==> config.mk <==
export PLATFORM = sky130hd
export DESIGN_NAME = pipeline_hazard_ctrl
export DESIGN_NICKNAME = d
export VERILOG_FILES = /design/src/rtl/pipeline_hazard_ctrl.sv
export SDC_FILE = /design/constraint.sdc
export NUM_CORES = 1
export LEC_CHECK = 0
export CAP_MARGIN = 30
export CORE_ASPECT_RATIO = 2
export CORE_MARGIN = 3
export CORE_UTILIZATION = 30
export CTS_BUF_LIST = sky130_fd_sc_hd__clkbuf_4 sky130_fd_sc_hd__clkbuf_8
export DETAILED_ROUTE_END_ITERATION = 6
export PLACE_DENSITY = 0.64
export SETUP_SLACK_MARGIN = 0.4
export SLEW_MARGIN = 10
export SYNTH_ARGS = -nofsm -noshare
export SYNTH_HDL_FRONTEND = slang
export SYNTH_SLANG_ARGS = --single-unit
==> constraint.sdc <==
create_clock -name CLK -period 2.5 [get_ports CLK]
set_input_delay 0.625 -clock CLK [delete_from_list [all_inputs] [get_ports CLK]]
set_output_delay 0.625 -clock CLK [all_outputs]
set_load 0.01 [all_outputs]
==> src/rtl/pipeline_hazard_ctrl.sv <==
// Stall/flush sequencer for the 5-stage RV32IM pipeline: load-use interlock,
// taken-branch squash, and fixed-latency hold of multi-cycle MUL/DIV ops in EX.
module pipeline_hazard_ctrl #(
  parameter int MUL_CYCLES = 2,
  parameter int DIV_CYCLES = 33,
  parameter int CNT_W      = 6
)(
  input  logic        CLK,
  input  logic        RESET,
  input  logic [4:0]  ID_RS1,
  input  logic [4:0]  ID_RS2,
  input  logic        ID_USES_RS1,
  input  logic        ID_USES_RS2,
  input  logic [4:0]  EX_DEST_REG,
  input  logic [1:0]  EX_MEM_READ,
  input  logic        EX_REG_WRITE_ENABLE,
  input  logic [1:0]  EX_MULDIV,
  input  logic        EX_BRANCH_TAKEN,
  output logic        PC_STALL,
  output logic        IF_ID_STALL,
  output logic        IF_ID_FLUSH,
  output logic        ID_EX_STALL,
  output logic        ID_EX_FLUSH,
  output logic        EX_MEM_FLUSH,
  output logic        MULDIV_BUSY,
  output logic [31:0] STALL_CYCLES
);
  typedef enum logic {RUN, MD_BUSY} state_t;

  // Counter preload is latency-2: the RUN cycle and the final release cycle are not counted.
  localparam bit              MUL_MC = (MUL_CYCLES > 1);
  localparam bit              DIV_MC = (DIV_CYCLES > 1);
  localparam logic [CNT_W-1:0] MUL_LD = CNT_W'(MUL_MC ? MUL_CYCLES - 2 : 0);
  localparam logic [CNT_W-1:0] DIV_LD = CNT_W'(DIV_MC ? DIV_CYCLES - 2 : 0);

  state_t             r_state, w_state_nxt;
  logic [CNT_W-1:0]   r_cnt, w_cnt_nxt;
  logic [31:0]        r_stall_cycles;
  logic               w_load_use, w_md_req;
  logic [CNT_W-1:0]   w_md_ld;
  logic               w_pc_stall, w_if_id_stall, w_if_id_flush;
  logic               w_id_ex_stall, w_id_ex_flush, w_ex_mem_flush, w_busy;

  assign w_load_use = (EX_MEM_READ != 2'b00) && EX_REG_WRITE_ENABLE && (EX_DEST_REG != 5'd0) &&
                      ((ID_USES_RS1 && (ID_RS1 == EX_DEST_REG)) ||
                       (ID_USES_RS2 && (ID_RS2 == EX_DEST_REG)));
  assign w_md_req   = ((EX_MULDIV == 2'b01) && MUL_MC) || ((EX_MULDIV == 2'b10) && DIV_MC);
  assign w_md_ld    = (EX_MULDIV == 2'b10) ? DIV_LD : MUL_LD;

  always_comb begin
    w_state_nxt    = r_state;
    w_cnt_nxt      = r_cnt;
    w_pc_stall     = 1'b0;
    w_if_id_stall  = 1'b0;
    w_if_id_flush  = 1'b0;
    w_id_ex_stall  = 1'b0;
    w_id_ex_flush  = 1'b0;
    w_ex_mem_flush = 1'b0;
    w_busy         = 1'b0;
    case (r_state)
      RUN: begin
        if (w_md_req) begin
          w_pc_stall     = 1'b1;
          w_if_id_stall  = 1'b1;
          w_id_ex_stall  = 1'b1;
          w_ex_mem_flush = 1'b1;
          w_busy         = 1'b1;
          w_state_nxt    = MD_BUSY;
          w_cnt_nxt      = w_md_ld;
        end else if (EX_BRANCH_TAKEN) begin
          // Squashing the ID instruction also removes any load-use hazard it had.
          w_if_id_flush  = 1'b1;
          w_id_ex_flush  = 1'b1;
        end else if (w_load_use) begin
          w_pc_stall     = 1'b1;
          w_if_id_stall  = 1'b1;
          w_id_ex_flush  = 1'b1;
        end
      end
      MD_BUSY: begin
        if (r_cnt != '0) begin
          w_pc_stall     = 1'b1;
          w_if_id_stall  = 1'b1;
          w_id_ex_stall  = 1'b1;
          w_ex_mem_flush = 1'b1;
          w_busy         = 1'b1;
          w_cnt_nxt      = r_cnt - CNT_W'(1);
        end else begin
          w_state_nxt    = RUN;
        end
      end
    endcase
  end

  assign PC_STALL     = w_pc_stall     & ~RESET;
  assign IF_ID_STALL  = w_if_id_stall  & ~RESET;
  assign IF_ID_FLUSH  = w_if_id_flush  & ~RESET;
  assign ID_EX_STALL  = w_id_ex_stall  & ~RESET;
  assign ID_EX_FLUSH  = w_id_ex_flush  & ~RESET;
  assign EX_MEM_FLUSH = w_ex_mem_flush & ~RESET;
  assign MULDIV_BUSY  = w_busy         & ~RESET;
  assign STALL_CYCLES = r_stall_cycles;

  always_ff @(posedge CLK) begin
    if (RESET) begin
      r_state        <= RUN;
      r_cnt          <= '0;
      r_stall_cycles <= '0;
    end else begin
      r_state <= w_state_nxt;
      r_cnt   <= w_cnt_nxt;
      if (w_pc_stall && (r_stall_cycles != 32'hFFFF_FFFF))
        r_stall_cycles <= r_stall_cycles + 32'd1;
    end
  end
endmodule
# After elaboration in Yosys (flattened, before gate mapping)
# Index checks and enable logic that the tools add are counted.
classes:
  n_mux: 17
  div: 0
  n_reduce_logical: 12
  magnitude_cmp: 0
  mul: 0
  n_bitwise: 6
  eq_ne: 7
  shift: 0
  add_sub_neg: 2
ops:
  columns: ["operator", "n"]
  rows:
  - ["$add A32 B1 Y32 const B", 1]
  - ["$ne A32 B32 Y1 const B", 1]
  - ["$mux W6", 2]
  - ["$pmux W6 S2", 1]
  - ["$mux W1", 11]
  - ["$eq A5 B5 Y1", 2]
  - ["$logic_and A1 B1 Y1", 6]
  - ["$reduce_bool A6 Y1", 1]
  - ["$sub A6 B1 Y6 const B", 1]
  - ["$mux W5", 1]
  - ["$reduce_bool A5 Y1", 1]
  - ["$and A1 B1 Y1", 4]
  - ["$pmux W1 S2", 2]
  - ["$eq A2 B1 Y1 const B", 1]
  - ["$eq A2 B2 Y1 const B", 1]
  - ["$logic_or A1 B1 Y1", 2]
  - ["$ne A2 B1 Y1 const B", 1]
  - ["$ne A2 B2 Y1 const B", 1]
  - ["$not A1 Y1", 2]
  - ["$reduce_and A2 Y1", 1]
  - ["$reduce_bool A2 Y1", 1]
totals:
  romBits: 0
  latchBits: 0
  elab_cells: 47
  in_bits: 25
  mem_bits_rw: 0
  n_memories: 0
  reg_bits: 39

# Longest topological paths before layout
# Gate-level depths: netlist (run 1).
logic_depth:
  ltp_word: 9
  depth_mapped: 10

# Worst setup path before layout (run 1)
# No wires, ideal clock.
synth_path:
  path_kind: "input port to output port"
  from: "input port EX_MULDIV[0]"
  to: "output port PC_STALL"
  arrival_ps: 1938
  t_required_ps: 1875
  slack_ps: -63
  stages: 9
  path_cell_list: "inv_1 ha_1 nand2_1 o31a_4 a31oi_4 buf_6 buf_6 nor2_1 buf_4"
synth_between:
  elab_chain_len: 5
  elab_cells_between_ends: 6
  classes_between: "eq/ne: 2; mux: 2; bitwise: 1; reduce/logical: 1"
synth_lines:
  columns: ["element", "line", "text"]
  rows:
  - ["from (decl)", "17", "input logic [1:0] EX_MULDIV,"]
  - ["$eq A2 B1 Y1 / $eq A2 B2 Y1 (equally long branches)", "47", "assign w_md_req = ((EX_MULDIV == 2'b01) && MUL_MC) || ((EX_MULDIV == 2'b10) && DIV_MC);"]
  - ["$logic_or A1 B1 Y1 *", "47", null]
  - ["$mux W1 *", null, null]
  - ["$pmux W1 S2 *", null, null]
  - ["$and A1 B1 Y1 *", null, null]
  - ["to (decl)", "19", "output logic PC_STALL,"]
# Every way passes the cells marked *; elsewhere a longest branch is shown, timed or not.

# Worst setup path in the final report (run 1)
layout_path:
  from: "register r_cnt[0]"
  to: "output port PC_STALL"
layout_between:
  elab_chain_len: 4
layout_lines:
  columns: ["element", "line", "text"]
  rows:
  - ["from (decl)", "37", "logic [CNT_W-1:0] r_cnt, w_cnt_nxt;"]
  - ["from (signal assigned)", "111", "r_cnt <= w_cnt_nxt;"]
  - ["$reduce_bool A6 Y1", "81", "if (r_cnt != '0) begin"]
  - ["$mux W1", "81", null]
  - ["$pmux W1 S2", "60", "case (r_state)"]
  - ["$and A1 B1 Y1", "95", "assign PC_STALL = w_pc_stall & ~RESET;"]
# No other way between the ends.

==> results of run 1 <==
==> worst max-delay path, stage by stage (launching register included) <==
cell and delay (ns):
dfxtp_2 0.33, inv_2 0.07, ha_4 0.14, nand2_2 0.05, or3_4 0.34, o31a_4 0.30, a31oi_4 0.18, nor2_4 0.07
buf_6 0.13
==> worst min path at each step <==
stage | from | endpoint | slack [ns] | depth (start not counted)
5_1_grt | STALL_CYCLES[31] | STALL_CYCLES[31] | 0.56 | 2
3_3_place_gp | r_cnt[0] | r_cnt[0] | 0.44 | 2
6_report | STALL_CYCLES[31] | STALL_CYCLES[31] | 0.51 | 2
3_5_place_dp | r_cnt[0] | r_cnt[0] | 0.45 | 2
4_1_cts | STALL_CYCLES[29] | STALL_CYCLES[29] | 0.51 | 2
2_1_floorplan | r_cnt[0] | r_cnt[0] | 0.44 | 2
==> through the flow <==
step / setup slack, ns / instance area, um^2 / power, mW / hold WS [ns]
3_3_place_gp: -0.6189 / 3152 / 1.144 / 0.4432
5_1_grt: -0.09797 / 3756 / 2.069 / 0.5566
2_1_floorplan: 0.01230 / 2370 / 1.006 / 0.4403
3_5_place_dp: -0.6553 / 3152 / 1.155 / 0.4483
4_1_cts: -0.04119 / 3605 / 1.919 / 0.5065
6_report: -0.02694 / 3756 / 1.978 / 0.5095
==> state kept, by name, indices dropped and copies added (netlist names) <==
register	cells
STALL_CYCLES	32
r_cnt	6
r_state	1
==> synth_stat cells, drive strengths merged (2+ instances only) <==
| cell type | n | area, um^2 |
|---|---|---|
| a21oi | 28 | 140.1 |
| a22oi | 2 | 15.01 |
| and2 | 3 | 18.77 |
| and3 | 4 | 25.02 |
| buf | 12 | 93.83 |
| clkbuf | 8 | 30.03 |
| dfxtp | 39 | 780.8 |
| ha | 3 | 37.54 |
| inv | 7 | 26.28 |
| mux2 | 8 | 90.09 |
| nand2 | 17 | 63.81 |
| nand3 | 11 | 55.05 |
| nand4 | 17 | 112.6 |
| nor2 | 21 | 78.83 |
| nor2b | 8 | 50.05 |
| nor3 | 13 | 70.07 |
| nor4 | 4 | 40.04 |
| o21ai | 12 | 60.06 |
| o31ai | 21 | 157.7 |
| or3 | 6 | 37.54 |
| or4 | 19 | 142.6 |
| xnor2 | 11 | 96.34 |
==> power groups by stage <==
stage	Clock (mW)	Combinational [mW]	Sequential, mW
CTS	0.455	0.772	0.692
finish	0.443	0.843	0.692
detailed placement	0	0.454	0.702
global route	0.481	0.892	0.696
floorplan	0	0.306	0.700
global placement	0	0.444	0.700
==> cell families (layout without fill, tap and decap cells) <==
kind of cell,count (synthesis),count (layout),share of synthesized area
AOI/OAI and AO/OA,68,68,0.1886
xor gates and xnor gates,11,11,0.04102
adders and majority gates,3,3,0.01598
buffers and inverters,27,120,0.06393
DFF,39,39,0.3324
muxes,8,8,0.03836
and+or+nand+nor,130,130,0.3197
==> timing repair <==
item,CTS,global route
pin swaps,34,23
setup buffers,11,5
endpoints found under the setup margin,41,39
hold buffers,0,0
cloned,5,1
gates resized for setup,148,23
==> layout make-up <==
class,count,area (um^2)
clock buffer,7,83.83
clock inverter,1,5.005
fill,733,3845
inverter,7,26.28
multi-input combinational,220,1680
sequential,39,783.3
tap,94,117.6
timing repair buffer,105,1060
==> routing by layer <==
layer,vias up,global-route usage
met5,-,0
met1,1228,0.1695
li1,1264,-
met4,0,0.1052
met2,69,0.3188
met3,21,0.02908
==> layout by cell type (no fill, tap or decap), drive strengths merged <==
cell type and count:
buf 63, nor2 21, nand2b 1, and3 4
clkdlybuf4s50 33, nor4 4, nand3 11, nand4b 1
a22oi 2, dlygate4sd2 6, ha 3, clkbuf 8
dfxtp 39, mux2 8, xnor2 11, nand2 17
o22ai 1, and2 3, a21oi 28, nand4 17
o31ai 21, or3b 1, and4 1, clkinv 1
a31oi 1, nor3 13, nand3b 1, or3 6
or4 19, a32o 1, clkdlybuf4s15 1, bufbuf 1
nor2b 8, a31o 1, nor4b 1, o31a 1
inv 7, nor3b 1, o21ai 12
==> impl_metrics.ini, run 1 <==
[status]
outcome = finished, violations left
violations = setup timing

[grt]
overflow = 0
grt_pass1_wl_um = 12060
track_usage = 0.1750
grt_max_degree = 36
antenna_found_initial = 0
grt_pass1_vias = 2579

[pwr]
power_frac_comb = 0.426
p_sw_frac = 0.3180
power.switching_uw = 628.9
seqPwrFrac = 0.350
p_leak_nw = 1.364
power_density_mw_per_mm2 = 526.6
pwr-share-clk = 0.224
power.internal_mw = 1.349
ir_worst_vdd_uv = 284.0

[clock_network]
cts_inserted_buffers = 5
clock-root-buffer = clkbuf_8
clk_pin_slew_ns = 0.08
clock-sinks = 39
cts_tree = yes
cts.htree.levels = 2
clk_latency_ns = 0.30
clock_path_buffers = 2

[setup_path]
cp.required_ns = 1.88
r2r_end = STALL_CYCLES[20]
cp-end-kind = primary output
endpoint = PC_STALL
cp_max_fo = 2
crit_start = r_cnt[0]
startpoint_type = flip-flop
r2r-start = r_cnt[0]
rr_worst_depth = 13
path_class = reg -> out
crit_arrival_ns = 1.90
r2r_slack_ns = 0.01

[logic_synthesis]
yosys_warnings = 0
synth_edf_count = 0
syn-num-nets = 314
synthCells = 286
ys_ff_latch = 39
ys_seq_area_frac = 0.3324
synth-main-ff-cell = dfxtp_1
syn_area_mm2 = 0.002349
synthArstFlopShare = 0
synth.avg_cell_area_um2 = 8.212
ys_types = 41

[sta]
worst_slew_pin_slew_ns = 0.4442
rsz0062_at_grt = true
slew_headroom = 0.7039
fin_ws_ns = -0.02694
slew_violations = 0
tns_ns = -0.06646
final-setup-viol-count = 4
fin_crit_ns = 2.527
hold_viol_final = 0
min_period_over_period = 1.011
clock_skew_ns = 0.007686
max_freq_mhz = 395.7

[routing]
drt-met1-wl_um = 2682
drt-pass1-iter-count = 4
drt-initial-drc-count = 171
highest_layer = met4
drt_wl_total_um = 7613
drc = 0
drt-vias-per-instance = 5.459
wl_met2_um = 4297
routedWlPerCell_um = 16.10
ant_nets = 0
dr_total_vias = 2582
wl_met3_um = 281

[cells_and_area]
drive_gt1_frac = 0.3456
area_growth_pct = 59.94
fin_cells = 473
final_nets = 406
n_antenna_cell = 0
post-route-util = 0.4942

[die]
die_w_um = 68.57
placeableCoreArea_mm2 = 0.007601
num_rows = 45
dieArea_mm2 = 0.008991
ios = 64
die_h_um = 131.1
start_util = 0.3090

[place]
place_hpwl_um = 4927
dp_cells = 443
gp_congestion = 0.8347
io_buffers = 63

[hold_path]
hold_class = reg -> reg

[job]
maxCapViolations = 0
Power figures use the tool's default switching activity.
==> run 2, diff against run 1 <==
- MAX_ROUTING_LAYER: default -> met4
==> impl_metrics.ini, run 2 (synthesis gave the netlist of run 1 again) <==
[status]
outcome = finished, violations left
violations = setup timing

[setup_path]
cp_slowest_cell = or3_4
path_cells = inv_2 > ha_4 > nand2_2 > or3_4 > o31a_4 > a31oi_4 > nor2_4 > buf_6
r2r-start = r_cnt[0]
max_stage_delay_ns = 0.34
cp-end-kind = primary output
cp.required_ns = 1.88
cp_max_fo = 2
path_delay_family = compound AO/OA/AOI/OAI gates
path_class = reg -> out
startpoint_type = flip-flop
crit_arrival_ns = 1.90
worst-path-buf-inv = 2
crit_start = r_cnt[0]

[grt]
grt_max_degree = 36
grt_pass1_wl_um = 12040
grt_pass1_vias = 2585
overflow = 0
antenna_found_initial = 0
track_usage = 0.1794

[routing]
ant_nets = 0
drc = 0
drt_wl_total_um = 7605
drt-vias-per-instance = 5.507
drt-initial-drc-count = 169
routedWlPerCell_um = 16.08
drt-pass1-iter-count = 5
dr_total_vias = 2605

[cells_and_area]
largest_register_ffs = 32
fin_cells = 473
final_cell_mix = dfxtp_1, clkdlybuf4s50_1, buf_4
n_antenna_cell = 0
drive_gt1_frac = 0.3456
fill_cells = 733
area_growth_pct = 59.94
post-route-util = 0.4942
final_nets = 406
fin_area_mm2 = 0.003756
final_common_cell = dfxtp_1

[sta]
tns_ns = -0.05170
slew_violations = 0
min_period_over_period = 1.010
worst_slew_pin_slew_ns = 0.4513
slew_headroom = 0.6991
max_freq_mhz = 395.9
clock_skew_ns = 0.007764
hold_viol_final = 0
final-setup-viol-count = 2
fin_crit_ns = 2.526
rsz0062_at_grt = true
fin_ws_ns = -0.02606

[hold_path]
hp-start = STALL_CYCLES[31]
hold_class = reg -> reg

[clock_network]
clock-sinks = 39
cts_hold_buf = 0
clk_latency_ns = 0.30
clock_path_buffers = 2
cts_inserted_buffers = 5
clk_pin_slew_ns = 0.08
cts.htree.levels = 2
clock-root-buffer = clkbuf_8
cts_tree = yes

[place]
io_buffers = 63
dp_cells = 443
place_hpwl_um = 4927
gp_congestion = 0.8475
placed_area_mm2 = 0.003152

[die]
ios = 64
die_h_um = 131.1
placeableCoreArea_mm2 = 0.007601
start_util = 0.3090
die_w_um = 68.57
num_rows = 45
dieArea_mm2 = 0.008991

[pwr]
p_leak_nw = 1.364
power_density_mw_per_mm2 = 526.6
ir_worst_vdd_uv = 284.0
p_total_mw = 1.978

[job]
maxCapViolations = 0
==> run 2: cell counts in the layout (fill, tap and decap cells not counted) <==
No cell type changed its count.
==> run 2: area by class of cell <==
type	count	area (um^2)	area share
inverter	7	26.28	0.006995
multi-input combinational	220	1680	0.4474
clock buffer	7	83.83	0.02232
tap	94	117.6	0.03131
clock inverter	1	5.005	0.001332
sequential	39	783.3	0.2085
timing repair buffer	105	1060	0.2821
==> run 2: where the power goes <==
| part | leakage [nW] | internal [mW] | switching, mW | total [mW] |
|---|---|---|---|---|
| clock network | 0.0491 | 0.218 | 0.227 | 0.444 |
| logic | 0.999 | 0.478 | 0.364 | 0.842 |
| registers | 0.316 | 0.653 | 0.0385 | 0.692 |
==> run 2: path summary, 6_finish.rpt <==
kind | endpoint | slack, ns | depth (start not counted)
worst max-delay path | PC_STALL | -0.03 | 8
worst min-delay path | STALL_CYCLES[31] | 0.51 | 2
worst max register to register | STALL_CYCLES[20] | 0.01 | 13
worst min register to register | STALL_CYCLES[31] | 0.51 | 2
==> run 2: per-layer routing <==
| metal | track usage | share of wire |
|---|---|---|
| met5 | - | 0 |
| met1 | 0.1717 | 0.35 |
| met4 | 0.1052 | 0.043 |
| met3 | 0.02481 | 0.040 |
| met2 | 0.3188 | 0.56 |
==> run 2: repair_timing <==
action | CTS | global route
cloned | 5 | 1
setup buffers | 11 | 5
pin swaps | 34 | 23
resized for setup | 148 | 23
endpoints found under the hold margin | 0 | 0
setup endpoints to repair | 41 | 39
==> run 2: worst register-to-register path, stage by stage, from the launching register on <==
cell and delay, ns:
dfxtp_2 0.33, inv_2 0.07, ha_4 0.14, nand2_2 0.05
or3_4 0.34, o31a_4 0.30, a31oi_4 0.18, buf_4 0.14
buf_6 0.08, buf_6 0.09, buf_12 0.14, clkbuf_16 0.16
nor3_1 0.06, mux2_1 0.31
==> run 2: through the flow <==
| step | worst slack [ns] | hold WS, ns |
|---|---|---|
| 2_1_floorplan | 0.01230 | 0.4403 |
| 6_report | -0.02606 | 0.5072 |
| 5_1_grt | -0.09798 | 0.5566 |
| 3_5_place_dp | -0.6553 | 0.4483 |
| 4_1_cts | -0.04119 | 0.5065 |
| 3_3_place_gp | -0.6189 | 0.4432 |
